===== src/rtl/sa_clkgate_pkg.sv =====
// Shared constants for the clock-gate enable controller: FSM encoding and wake counter sizing.
// No logic; imported by sa_clkgate_ctrl.
package sa_clkgate_pkg;

    typedef enum logic [1:0] {
        RUN  = 2'd0,
        OFF  = 2'd1,
        WAKE = 2'd2
    } state_e;

    localparam int WAKE_LAT_DEF = 2;
    localparam int WAKE_CNT_W   = 4;

endpackage


===== src/rtl/sa_sat_counter.sv =====
// Saturating up-counter with synchronous clear; clear wins over increment.
// Latency: count visible one edge after inc. Backpressure: none, holds at all-ones.
// Used for the idle run length and the gated-cycle statistic.
module sa_sat_counter #(
    parameter int W = 8
) (
    input  logic         core_clk,
    input  logic         arst_n,
    input  logic         clr,
    input  logic         inc,
    output logic [W-1:0] cnt_q
);

    logic [W-1:0] cnt_d;

    always_comb begin
        cnt_d = cnt_q;
        if (clr) begin
            cnt_d = '0;
        end else if (inc && (cnt_q != '1)) begin
            cnt_d = cnt_q + W'(1);
        end
    end

    always_ff @(posedge core_clk or negedge arst_n) begin
        if (!arst_n) begin
            cnt_q <= '0;
        end else begin
            cnt_q <= cnt_d;
        end
    end

endmodule


===== src/rtl/sa_clkgate_ctrl.sv =====
// Enable-side controller for a latch-based clock gate: gates after a programmable idle run, re-enables on wake.
// Latency: clk_en registered (one edge); wake_ack rises WAKE_LAT edges after the waking edge.
// Backpressure: wake_req is a level held until wake_ack. Optional gated_cnt port under SA_CLKGATE_STATS_EN.
module sa_clkgate_ctrl
    import sa_clkgate_pkg::*;
#(
    parameter int IDLE_W   = 8,
    parameter int WAKE_LAT = WAKE_LAT_DEF
`ifdef SA_CLKGATE_STATS_EN
    ,
    parameter int CNT_W    = 32
`endif
) (
    input  logic              nvdla_core_clk,
    input  logic              nvdla_core_rstn,
    input  logic [IDLE_W-1:0] cfg_idle_thresh,
    input  logic              cfg_force_on,
    input  logic              test_mode,
    input  logic              unit_busy,
    input  logic              wake_req,
    output logic              wake_ack,
    output logic              clk_en,
    output logic              clk_te
`ifdef SA_CLKGATE_STATS_EN
    ,
    output logic [CNT_W-1:0]  gated_cnt
`endif
);

    localparam logic [WAKE_CNT_W-1:0] WAKE_LAST = WAKE_CNT_W'(WAKE_LAT - 1);

    state_e                  state_q;
    state_e                  state_d;
    logic                    clk_en_q;
    logic                    clk_en_d;
    logic                    ack_en_q;
    logic                    ack_en_d;
    logic [WAKE_CNT_W-1:0]   wake_cnt_q;
    logic [WAKE_CNT_W-1:0]   wake_cnt_d;
    logic [IDLE_W-1:0]       idle_cnt_q;
    logic                    idle_vld;
    logic                    thresh_hit;
    logic                    wake_cond;
    logic                    idle_clr;
    logic                    idle_inc;

    assign idle_vld  = !unit_busy && !wake_req && !cfg_force_on && (cfg_idle_thresh != '0);
    // Extra bit so a saturated idle count plus one still compares as reaching any threshold.
    assign thresh_hit = ({1'b0, idle_cnt_q} + (IDLE_W+1)'(1)) >= {1'b0, cfg_idle_thresh};
    assign wake_cond = wake_req || unit_busy || cfg_force_on;

    always_comb begin
        state_d    = state_q;
        wake_cnt_d = wake_cnt_q;
        idle_clr   = 1'b1;
        idle_inc   = 1'b0;
        case (state_q)
            RUN: begin
                idle_clr = !idle_vld;
                idle_inc = idle_vld;
                if (idle_vld && thresh_hit) begin
                    state_d = OFF;
                end
            end
            OFF: begin
                if (wake_cond) begin
                    state_d    = WAKE;
                    wake_cnt_d = '0;
                end
            end
            WAKE: begin
                wake_cnt_d = wake_cnt_q + WAKE_CNT_W'(1);
                if (wake_cnt_q == WAKE_LAST) begin
                    state_d    = RUN;
                    wake_cnt_d = '0;
                end
            end
            default: begin
                state_d = RUN;
            end
        endcase
        clk_en_d = (state_d != OFF);
        ack_en_d = 1'b1;
    end

    // ack_en_q keeps wake_ack low while reset is held even though the state register reads RUN.
    always_ff @(posedge nvdla_core_clk or negedge nvdla_core_rstn) begin
        if (!nvdla_core_rstn) begin
            state_q    <= RUN;
            clk_en_q   <= 1'b1;
            ack_en_q   <= 1'b0;
            wake_cnt_q <= '0;
        end else begin
            state_q    <= state_d;
            clk_en_q   <= clk_en_d;
            ack_en_q   <= ack_en_d;
            wake_cnt_q <= wake_cnt_d;
        end
    end

    sa_sat_counter #(
        .W (IDLE_W)
    ) u_idle_cnt (
        .core_clk (nvdla_core_clk),
        .arst_n   (nvdla_core_rstn),
        .clr      (idle_clr),
        .inc      (idle_inc),
        .cnt_q    (idle_cnt_q)
    );

`ifdef SA_CLKGATE_STATS_EN
    sa_sat_counter #(
        .W (CNT_W)
    ) u_gated_cnt (
        .core_clk (nvdla_core_clk),
        .arst_n   (nvdla_core_rstn),
        .clr      (1'b0),
        .inc      (!clk_en_q),
        .cnt_q    (gated_cnt)
    );
`endif

    assign clk_en   = clk_en_q;
    assign clk_te   = test_mode;
    assign wake_ack = (state_q == RUN) && wake_req && ack_en_q;

endmodule


===== config.mk =====
export PLATFORM = sky130hd
export DESIGN_NAME = sa_clkgate_ctrl
export DESIGN_NICKNAME = d
export VERILOG_FILES = /design/src/rtl/sa_clkgate_pkg.sv /design/src/rtl/sa_sat_counter.sv /design/src/rtl/sa_clkgate_ctrl.sv
export SDC_FILE = /design/constraint.sdc
export NUM_CORES = 1
export LEC_CHECK = 0
export BUFFER_PORTS_ARGS = -buffer_cell sky130_fd_sc_hd__buf_2
export CORE_AREA = 2 2 48 50
export DETAILED_ROUTE_END_ITERATION = 7
export DIE_AREA = 0 0 50 52
export GPL_TIMING_DRIVEN = 0
export PLACE_DENSITY = 0.76
export RECOVER_POWER = 50
export SLEW_MARGIN = 30
export SYNTH_ARGS = -nofsm -noshare
export SYNTH_HDL_FRONTEND = slang
export SYNTH_SLANG_ARGS = --single-unit

===== constraint.sdc =====
create_clock -name nvdla_core_clk -period 5.6 [get_ports nvdla_core_clk]
set_input_delay 0.28 -clock nvdla_core_clk [delete_from_list [all_inputs] [get_ports nvdla_core_clk]]
set_output_delay 0.28 -clock nvdla_core_clk [all_outputs]
set_load 0.02 [all_outputs]

### Word level (Yosys, flattened, before mapping)

Index checks and enable logic that the tools add are counted.

* register bits: 16
* bits of input ports: 14
* output and inout bits: 3
* word-level logic and storage cells: 44

* add/subtract/negate cells: 3
* $lt $le $gt $ge: 1
* eq/ne operators: 6
* muxes and demuxes: 11
* reductions and logical operators: 18

Operator list (number)
* $mux W8: 2
* $add A8 B1 Y9 const B: 1
* $ge A9 B8 Y1: 1
* $add A8 B1 Y8 const B: 1
* $mux W4: 2
* $ne A8 B8 Y1 const B: 1
* $pmux W4 S2: 1
* $reduce_bool A8 Y1: 1
* $logic_and A1 B1 Y1: 7
* $mux W2: 3
* $pmux W2 S3: 1
* $add A4 B1 Y4 const B: 1
* $eq A4 B1 Y1 const B: 1
* $logic_not A1 Y1: 4
* $reduce_bool A2 Y1: 2
* $eq A2 B1 Y1 const B: 1
* $eq A2 B2 Y1 const B: 1
* $logic_not A2 Y1: 1
* $logic_or A1 B1 Y1: 2
* $mux W1: 2
* $ne A2 B1 Y1 const B: 1
* $ne A2 B2 Y1 const B: 1
* $reduce_and A2 Y1: 1

### Longest topological paths before layout

Gate-level depths: netlist (run 1).

* word-level depth: 8
* gate-level depth with buffers: 10
* mapped depth without buffers: 10

### By module

Synthesis (run 1) repeated with hierarchy kept, for this count alone.

* cell total of the unflattened synthesis: 134
* area total of the unflattened synthesis: 1196.1 sq um

Modules (own cells, without submodules)
* sa_clkgate_ctrl: instances 1, cells each 85, area an instance 732.0 sq um, seq. area each 201.4 sq um
* sa_sat_counter: instances 1, cells each 49, area an instance 464.2 sq um, seq. area each 200.2 sq um

### Worst setup path before layout (run 1)

Ideal clock, no wire load.

* kind: reg-to-reg
* start: register u_idle_cnt.cnt_q[0]
* end: register state_q[0]
* setup time: 151 ps
* data arrival time: 2175 ps
* data required time: 5449 ps
* path slack: 3274 ps
* cell stages (with the launch flop): 11
* buffers on the path: 0
* clock period less this slack: 2326 ps
* cell sequence: dfrtp_1 > ha_1 > and4_1 > nand2_1 > xor2_1 > inv_1 > ha_1 > a21oi_1 > nor2b_1 > a2111oi_0 > a31oi_1

* longest elaborated chain between the ends: 5

RTL lines
* start, declared: RTL line sa_sat_counter.sv:11 `output logic [W-1:0] cnt_q`
* start signal, assigned: RTL line sa_sat_counter.sv:29 `cnt_q <= cnt_d;`
* $add A8 B1 Y9: RTL line sa_clkgate_ctrl.sv:49 `assign thresh_hit = ({1'b0, idle_cnt_q} + (IDLE_W+1)'(1)) >= {1'b0, cfg_idle_thresh};`
* $ge A9 B8 Y1: RTL line sa_clkgate_ctrl.sv:49
* $logic_and A1 B1 Y1: RTL line sa_clkgate_ctrl.sv:61 `if (idle_vld && thresh_hit) begin`
* $mux W2: RTL line sa_clkgate_ctrl.sv:61
* $pmux W2 S3: RTL line sa_clkgate_ctrl.sv:57 `case (state_q)`
* named net state_d[0]: RTL line sa_clkgate_ctrl.sv:33 `state_e state_d;`
* end signal, assigned: RTL line sa_clkgate_ctrl.sv:94 `state_q <= state_d;`
* end, declared: RTL line sa_clkgate_ctrl.sv:32 `state_e state_q;`

The timed path passes the listed nets, and every way through them passes these cells.
A chain may end at the register's enable or synchronous reset.

### Final worst setup path (run 1)

Ends and elaborated chain as after synthesis.

==> results of run 1 <==
## metrics by stage
stage | util [%] | instance area, um2 | setup slack [ns] | std cells | hold slack [ns]
final | 55.9 | 1180 | 3.00 | 156 | 0.331
after global routing | 55.9 | 1180 | 2.82 | 156 | 0.330
after CTS | 56.0 | 1180 | 2.97 | 156 | 0.333
after detailed placement | 54.2 | 1140 | 3.00 | 151 | 0.214
after global placement | 54.2 | 1140 | 3.07 | 151 | 0.208
after floorplan | - | 1030 | 3.27 | 108 | -0.0156
## kinds of logic (layout without fill, tap and decap cells)
group | Yosys count | after routing | share of synthesized area [%]
other | 1 | 1 | 0.363
muxes | 1 | 1 | 0.970
and+or+nand+nor | 33 | 33 | 17.3
xor gates and xnor gates | 8 | 8 | 6.79
adders and majority gates | 11 | 11 | 13.3
DFF | 16 | 16 | 38.9
buffers and inverters | 15 | 35 | 5.82
AOI/OAI and AO/OA | 23 | 23 | 16.5
## placed cells by master, fill, tap and decap left out, types with 2 or more instances in the layout
| cell type | n |
|---|---|
| dfrtp_1 | 15 |
| xnor2_1 | 4 |
| inv_1 | 14 |
| nor2_1 | 8 |
| o21ai_0 | 4 |
| xor2_1 | 4 |
| a21o_1 | 2 |
| a211oi_1 | 2 |
| nand2b_1 | 3 |
| nand2_1 | 7 |
| ha_1 | 11 |
| clkbuf_4 | 3 |
| nand3_1 | 5 |
| or4_4 | 2 |
| buf_2 | 13 |
| a21oi_1 | 7 |
| clkbuf_1 | 3 |
## metal layers
metal	part of all wire [%]	vias up	routed length [um]	GRT usage [%]
li1	-	415	-	-
met1	44	382	788	19.3
met2	51	12	910	30.0
met3	3.2	4	57	3.74
met4	1.2	0	22	6.94
met5	0	-	0	0
## where the power goes
part | internal (W) | switching, W
Sequential | 0.000120 | 0.00000485
Clock | 0.0000277 | 0.0000359
Combinational | 0.0000123 | 0.0000146
Total | 0.000160 | 0.0000554
## critical path: stages, from the launching register on
cell and delay [ns]:
dfrtp_1 0.44, ha_1 0.26, and4_1 0.24, nand2_1 0.09, xor2_1 0.20, inv_1 0.07, ha_1 0.29, a21oi_1 0.13
nor2b_1 0.05, a2111oi_0 0.54, a31oi_1 0.15
## cell type report
type,instances,area (um2)
buffer,1,7.51
clock buffer,4,26.3
fill,194,930
inverter,14,52.6
multi-input combinational,77,571
sequential,16,402
tap,28,35.0
timing repair buffer,16,82.6
## state kept, by name (all words and copies together) (netlist names)
| signal | flops |
|---|---|
| clk_en | 1 |
| wake_cnt_q | 4 |
| state_q | 2 |
| ack_en_q | 1 |
| u_idle_cnt.cnt_q | 8 |
## path summary, 6_finish.rpt
kind                                            end           startpoint  slack (ns)
worst min register to register        wake_cnt_q[3]        wake_cnt_q[3]        0.54
worst min-delay path                     state_q[1]         cfg_force_on        0.33
worst max-delay path                     state_q[0]  u_idle_cnt.cnt_q[0]        3.00
min in group asynchronous             wake_cnt_q[3]      nvdla_core_rstn        0.62
worst max register to register           state_q[0]  u_idle_cnt.cnt_q[0]        3.00
max in group asynchronous       u_idle_cnt.cnt_q[0]      nvdla_core_rstn        4.46
## repair_timing
item                                    in CTS  in global routing
endpoints found under the setup margin       0                  0
hold buffers                                 1                  0
endpoints found under the hold margin       15                  0
resized for setup                            0                  0
==> flow_summary_export.csv, run 1 <==
group,metric,value,unit
global_routing,grt_pass1_vias,782,
critical_path,worst_ep_arrival_time,2.74,ns
hold_path,min_path_type,"in -> reg",
global_routing,antenna_found_initial,0,
routing,final_antenna_net_count,0,
critical_path,crit_type,"reg -> reg",
clock_tree,cts_buffer_depth,2,
floorplanning,start_util,49.0,%
layout,final_nets,154,
critical_path,ff2ff_path_depth,10,
routing,drt_pass1_iterations,2,
pwr,power.total,0.000215,W
global_routing,grt_usage,16.8,%
routing,drc,0,
logic_synthesis,synth.cell_area,1030,um2
floorplanning,die_w,50,um
timing,timing.final.hold_violations,0,
logic_synthesis,yosysTopAreaCellShare,36.4,%
critical_path,end_kind,"flop",
critical_path,worstPathMaxFanout,5,
pwr,p_leak,0.592,nW
hold_path,hold_depth,3,
logic_synthesis,synth_top_area_cell,"dfrtp_1",
timing,finalCritPeriodShare,46.4,%
floorplanning,dieArea,2600,um2
clock_tree,clock_latency,0.28,ns
global_routing,grt_first_pass_wirelength,3.28,mm
global_routing,grt_max_degree,17,
timing,fin_crit,2.60,ns
logic_synthesis,synth_fp_nets,133,
logic_synthesis,synth_common_cells,"dfrtp_1, inv_1, ha_1, nor2_1",
routing,vias_per_cell,5.21,
logic_synthesis,yosysMostFrequentCell,"dfrtp_1",
routing,routed_wirelength,1.78,mm
placed_design,gp_congestion,0.797,
timing,slew_headroom,43.9,%
timing,slew_viol_final,0,
job,maxCapViolations,0,
layout,layout-drive-gt1-share,18.0,%
timing,final.setup.tns,0,ns
floorplanning,core-area,2110,um2
layout,n_antenna_cell,0,
routing,via_count,813,
logic_synthesis,synth-seq-cells,16,
timing,tightest_slew,0.841,ns
clock_tree,cts-root-buf,"clkbuf_4",
clock_tree,clock-sinks,16,
clock_tree,cts_max_level,1,
logic_synthesis,synthFlopType,"dfrtp_1",
placed_design,portBuffers,15,
floorplanning,io-pin-count,17,
critical_path,start_kind,"flop",
logic_synthesis,synth_cells,108,
clock_tree,cts.clk_slew.worst_paths,0.09,ns
logic_synthesis,yosys_warnings,0,
timing,rsz0062_at_grt,"no",
logic_synthesis,synthDistinctLibCells,34,
logic_synthesis,seq_area_frac_synth,38.9,%
clock_tree,cts_setup_buffers,0,
logic_synthesis,synth_area_leaders,"dfrtp_1, ha_1, inv_1",
pwr,ir_worst_vdd,117,uV
routing,wl_per_cell,11.4,um
floorplanning,die_h,52,um
timing,finClkSkew,0.00431,ns
floorplanning,rows,17,
clock_tree,cts_inserted_buffers,3,
run_status,status,"finished clean",
clock_tree,tritoncts,"done",
logic_synthesis,async_flop_share,100,%
logic_synthesis,syn_avg_cell_area,9.56,um2
pwr,power_density,183,nW/um2
logic_synthesis,synth_edf_count,0,
critical_path,critPathRequiredTime,5.74,ns
timing,fmax,385,MHz
placed_design,dpl.hpwl,1.46,mm
global_routing,grt.overflow.total,0,
layout,syn_to_final_growth,13.9,%
timing,setup_viol_count_final,0,
routing,drtIter0Drc,9,
(Power assumes the default switching activity.)
==> run 2: changes to the inputs <==
CORE_AREA = 2 2 49 51   (was 2 2 48 50)
DIE_AREA = 0 0 51 53   (was 0 0 50 52)
clock period = 2.3 ns   (was 5.6 ns; I/O delays follow)
==> run 2 against run 1 <==
  * Largest power group unchanged
  * Total power rose to 2.6 times the previous value
  * Design area increased by 11%
  * Highest routed layer unchanged
  * Hold slack worse by 0.18 ns
  * Sequential power increased by 140%
  * Worst setup slack lost 2.9 ns
  * Register-to-register slack lost 2.9 ns
  * Critical path depth unchanged
  * First-iteration DRC count up 22%
  * Clock skew grew 0.0073 ns
  * Utilization rose by 5.2 points
  * Routed wire length up 18%
  * Via count is 3.6% higher
==> flow_summary_export.csv, run 2 (synthesis gave the netlist of run 1 again) <==
group,metric,value,unit
timing,finClkSkew,0.0116,ns
routing,final_antenna_net_count,0,
global_routing,grt_first_pass_wirelength,3.21,mm
timing,final.setup.tns,0,ns
clock_tree,cts.clk_slew.worst_paths,0.10,ns
layout,regMostFlops,"u_idle_cnt.cnt_q",
job,maxCapViolations,0,
critical_path,cp_common_cell,"buf_4",
critical_path,crit_family,"compound AO/OA/AOI/OAI gates",
floorplanning,die_w,51,um
floorplanning,core-area,2150,um2
placed_design,gp_congestion,0.802,
global_routing,antenna_found_initial,0,
routing,drt_pass1_iterations,4,
hold_path,min_path_type,"in -> reg",
floorplanning,die_h,53,um
global_routing,grt.overflow.total,0,
layout,largest_register_ffs,8,
routing,via_count,842,
pwr,power_density,428,nW/um2
floorplanning,dieArea,2700,um2
critical_path,end_kind,"flop",
critical_path,path_cells,"buf_4 > buf_4 > nand2_4 > nor3_4 > xnor2_2 > ha_1 > nand3_2 > nor2_1 > a2111oi_2 > a31oi_1",
critical_path,critPathRequiredTime,2.47,ns
critical_path,crit_type,"reg -> reg",
global_routing,grt_max_degree,17,
clock_tree,cts-root-buf,"clkbuf_4",
critical_path,crit_buf_inv,2,
layout,n_antenna_cell,0,
pwr,p_leak,0.664,nW
layout,final_nets,159,
clock_tree,clock-sinks,16,
routing,vias_per_cell,5.23,
critical_path,crit_path_top_delay_cell,"dfrtp_1",
floorplanning,rows,17,
layout,layout-drive-gt1-share,30.1,%
timing,fmax,456,MHz
clock_tree,tritoncts,"done",
timing,whs,0.156,ns
routing,drtIter0Drc,11,
global_routing,grt_usage,16.1,%
floorplanning,io-pin-count,17,
timing,setup_viol_count_final,0,
critical_path,start_kind,"flop",
layout,final_cell_mix,"dfrtp_1, inv_1, buf_2",
timing,finalCritPeriodShare,95.3,%
run_status,status,"finished clean",
floorplanning,start_util,48.0,%
timing,timing.final.hold_violations,0,
global_routing,grt_pass1_vias,776,
placed_design,portBuffers,15,
critical_path,worstPathMaxFanout,4,
pwr,ir_worst_vdd,386,uV
timing,fin_crit,2.19,ns
clock_tree,cts_inserted_buffers,3,
routing,drc,0,
critical_path,worst_ep_arrival_time,2.36,ns
layout,mostFrequentLayoutCell,"dfrtp_1",
timing,tightest_slew,0.897,ns
timing,slew_headroom,40.2,%
clock_tree,cts_buffer_depth,2,
layout,syn_to_final_growth,27.0,%
critical_path,max_stage_delay,0.40,ns
timing,slew_viol_final,0,
placed_design,dpl.hpwl,1.54,mm
layout,top_regs,"u_idle_cnt.cnt_q x8, wake_cnt_q x4, state_q x2",
clock_tree,cts_max_level,1,
clock_tree,clock_latency,0.29,ns
routing,routed_wirelength,2.09,mm
routing,wl_per_cell,13.0,um
-- run 2: cell count changes in the layout (fill, tap and decap cells not counted), sizes merged --
cell	delta
buf	+5
-- run 2: worst min-delay path: cells and delay by family --
family | cells | cell delay, ns
AO/OA/AOI/OAI | 1 | 0.15
buffers and inverters | 1 | 0.08
AND/OR/NAND/NOR | 1 | 0.06
-- run 2: per-layer routing --
layer / up-vias / track usage, % / share of wire (%)
met5: - / 0 / 0
met4: 0 / 4.05 / 2.4
met3: 6 / 5.37 / 4.7
met2: 16 / 29.2 / 52
met1: 396 / 18.1 / 41
li1: 424 / - / -
-- run 2: final cells by class --
type	count	area, um2
Buffer	1	7.51
Clock buffer	4	36.3
Fill cell	193	837
Inverter	14	52.6
Multi-Input combinational cell	77	658
Sequential cell	16	402
Tap cell	28	35.0
Timing Repair Buffer	21	120
-- run 2: final timing paths --
kind,from,end,slack [ns],cells past startpoint
min in group asynchronous,nvdla_core_rstn,state_q[1],0.45,2
hold / removal,cfg_force_on,state_q[1],0.16,3
hold reg to reg,wake_cnt_q[3],wake_cnt_q[3],0.56,2
setup / recovery,u_idle_cnt.cnt_q[0],state_q[0],0.11,10
setup reg to reg,u_idle_cnt.cnt_q[0],state_q[0],0.11,10
max in group asynchronous,nvdla_core_rstn,u_idle_cnt.cnt_q[0],1.29,2
-- run 2: power breakdown --
part,internal [W],leakage [nW],switching (W)
Combinational,0.0000342,0.427,0.0000395
Sequential,0.000292,0.216,0.0000116
Clock,0.0000965,0.0210,0.0000881
-- run 2: through the flow --
stage / setup slack [ns] / utilization [%] / std cells / total power, W / cell area [um2]
5_1_grt: -0.0630 / 61.0 / 161 / 0.000597 / 1310
4_1_cts: 0.00649 / 56.0 / 157 / 0.000567 / 1200
2_1_floorplan: 0.0188 / - / 108 / 0.000345 / 1030
3_3_place_gp: -0.148 / 53.2 / 151 / 0.000372 / 1140
3_5_place_dp: -0.253 / 53.2 / 151 / 0.000376 / 1140
6_report: 0.108 / 61.0 / 161 / 0.000562 / 1310
-- run 2: what timing repair did --
action | CTS | global route
hold buffers | 1 | 0
endpoints found under the setup margin | 2 | 2
endpoints found under the hold margin | 15 | 0
buffers inserted | 1 | 4
gates resized for setup | 1 | 13
pin swaps | 1 | 4
==> run 3: changes to the inputs <==
CORE_AREA = 2 2 48 50   (was 2 2 49 51)
CTS_BUF_LIST = sky130_fd_sc_hd__clkbuf_4   (was not set)
DIE_AREA = 0 0 50 52   (was 0 0 51 53)
clock period = 2.17 ns   (was 2.3 ns; I/O delays follow)
==> run 3 against run 2 <==
  * Total power up 1.0%
  * Global-route usage up 1.7 points
  * Design area up 0.38%
  * Combinational power up 4.7%
  * Via count up 0.24%
  * Clock-buffer cell count down 1
  * Clock power down 9%
  * First-iteration DRC count up 27%
  * Sequential share of layout area about the same
==> flow_summary_export.csv, run 3 (synthesis gave the netlist of run 1 again) <==
group,metric,value,unit
global_routing,grt_first_pass_wirelength,3.39,mm
layout,final_nets,160,
pwr,ir_worst_vdd,278,uV
placed_design,dpl.hpwl,1.48,mm
timing,whs,0.168,ns
pwr,power_density,431,nW/um2
pwr,p_leak,0.644,nW
placed_design,placed_area,1150,um2
layout,n_antenna_cell,0,
global_routing,use_met1,21.1,%
clock_tree,clock_latency,0.29,ns
timing,fin_crit,2.13,ns
critical_path,max_stage_delay,0.42,ns
floorplanning,io-pin-count,17,
routing,vias_per_cell,5.21,
run_status,status,"finished clean",
placed_design,gp_congestion,0.773,
routing,routed_wirelength,2.16,mm
layout,layout-drive-gt1-share,32.1,%
pwr,power.total,0.000567,W
clock_tree,cts_max_level,1,
critical_path,start_kind,"flop",
floorplanning,die_w,50,um
layout,syn_to_final_growth,27.5,%
layout,largest_register_ffs,8,
timing,setup_slack,0.0412,ns
critical_path,crit_type,"reg -> reg",
timing,finClkSkew,0.00516,ns
hold_path,min_path_type,"in -> reg",
timing,slew_headroom,41.2,%
timing,setup_viol_count_final,0,
timing,slew_viol_final,0,
clock_tree,cts_inserted_buffers,3,
clock_tree,clock-sinks,16,
layout,stdcell_area,1320,um2
clock_tree,cts.clk_slew.worst_paths,0.10,ns
global_routing,grt_pass1_vias,820,
global_routing,grt_max_degree,17,
floorplanning,core-area,2110,um2
floorplanning,rows,17,
critical_path,crit_path_top_delay_cell,"dfrtp_1",
routing,via_count,844,
floorplanning,die_h,52,um
global_routing,grt.busiest_layer,"met2",
global_routing,grt_util_met2,29.8,%
clock_tree,cts-root-buf,"clkbuf_4",
routing,wl_per_cell,13.4,um
critical_path,crit_family,"simple AND/OR/NAND/NOR gates",
timing,timing.final.hold_violations,0,
routing,drt_pass1_iterations,4,
critical_path,critPathRequiredTime,2.40,ns
layout,top_regs,"u_idle_cnt.cnt_q x8, wake_cnt_q x4, state_q x2",
floorplanning,dieArea,2600,um2
critical_path,crit_buf_inv,1,
global_routing,grt.overflow.total,0,
floorplanning,start_util,49.0,%
timing,final.setup.tns,0,ns
layout,final_cell_mix,"inv_1, dfrtp_1, buf_2",
global_routing,grt_usage,17.8,%
routing,drtIter0Drc,14,
layout,regMostFlops,"u_idle_cnt.cnt_q",
global_routing,grtUsageMet3,3.45,%
job,maxCapViolations,0,
critical_path,worstPathMaxFanout,3,
critical_path,worst_ep_arrival_time,2.36,ns
routing,drc,0,
placed_design,portBuffers,15,
critical_path,cp_common_cell,"ha_4",
global_routing,antenna_found_initial,0,
timing,tightest_slew,0.882,ns
timing,finalCritPeriodShare,98.1,%
timing,fmax,470,MHz
critical_path,path_cells,"ha_4 > and4_4 > nand2_1 > xor2_2 > inv_1 > ha_4 > nand3_2 > or3_4 > a31o_1",
placed_design,place_ws,-0.136,ns
clock_tree,tritoncts,"done",
critical_path,end_kind,"flop",
routing,final_antenna_net_count,0,
clock_tree,cts_buffer_depth,2,
run 3: tightest hold or removal path, delay by kind of cell:
kind | cells | cell delay, ns
AOI/OAI and AO/OA | 1 | 0.17
buffers and inverters | 1 | 0.08
and+or+nand+nor | 1 | 0.06
run 3: layer usage:
metal / vias up / part of all wire (%)
li1: 423 / -
met1: 392 / 43
met2: 20 / 51
met3: 9 / 3.1
met4: 0 / 3.3
met5: - / 0
run 3: what timing repair did:
item,in CTS,in global routing
gates resized for setup,4,11
buffers inserted,4,2
endpoints found under the hold margin,15,0
hold buffers,1,0
endpoints found under the setup margin,2,2
pin swaps,4,3
run 3: layout make-up:
class | instances | area (um2)
Fill cell | 170 | 790
Tap cell | 28 | 35.0
Clock inverter | 1 | 3.75
Clock buffer | 3 | 22.5
Inverter | 14 | 52.6
Sequential cell | 16 | 403
Timing Repair Buffer | 22 | 128
Buffer | 1 | 7.51
Multi-Input combinational cell | 77 | 664
run 3: worst paths after layout:
check	cells past startpoint	slack, ns	startpoint	end
max in group asynchronous	2	1.13	nvdla_core_rstn	u_idle_cnt.cnt_q[2]
hold reg to reg	1	0.55	wake_cnt_q[2]	wake_cnt_q[2]
min in group asynchronous	2	0.43	nvdla_core_rstn	state_q[1]
setup reg to reg	9	0.04	u_idle_cnt.cnt_q[1]	clk_en
hold / removal	3	0.17	cfg_force_on	state_q[1]
setup / recovery	9	0.04	u_idle_cnt.cnt_q[1]	clk_en
run 3: where the power goes:
part | total [W] | leakage (nW) | internal (W) | switching (W)
combinational | 0.0000773 | 0.414 | 0.0000354 | 0.0000419
sequential | 0.000322 | 0.215 | 0.000309 | 0.0000129
clock | 0.000168 | 0.0154 | 0.0000670 | 0.000101
run 3: metrics by stage:
stage               cells  utilization [%]
detailed placement    151             54.7
CTS                   160             59.0
finish                162             62.5
global route          162             62.5
global placement      151             54.7
floorplan             108                -
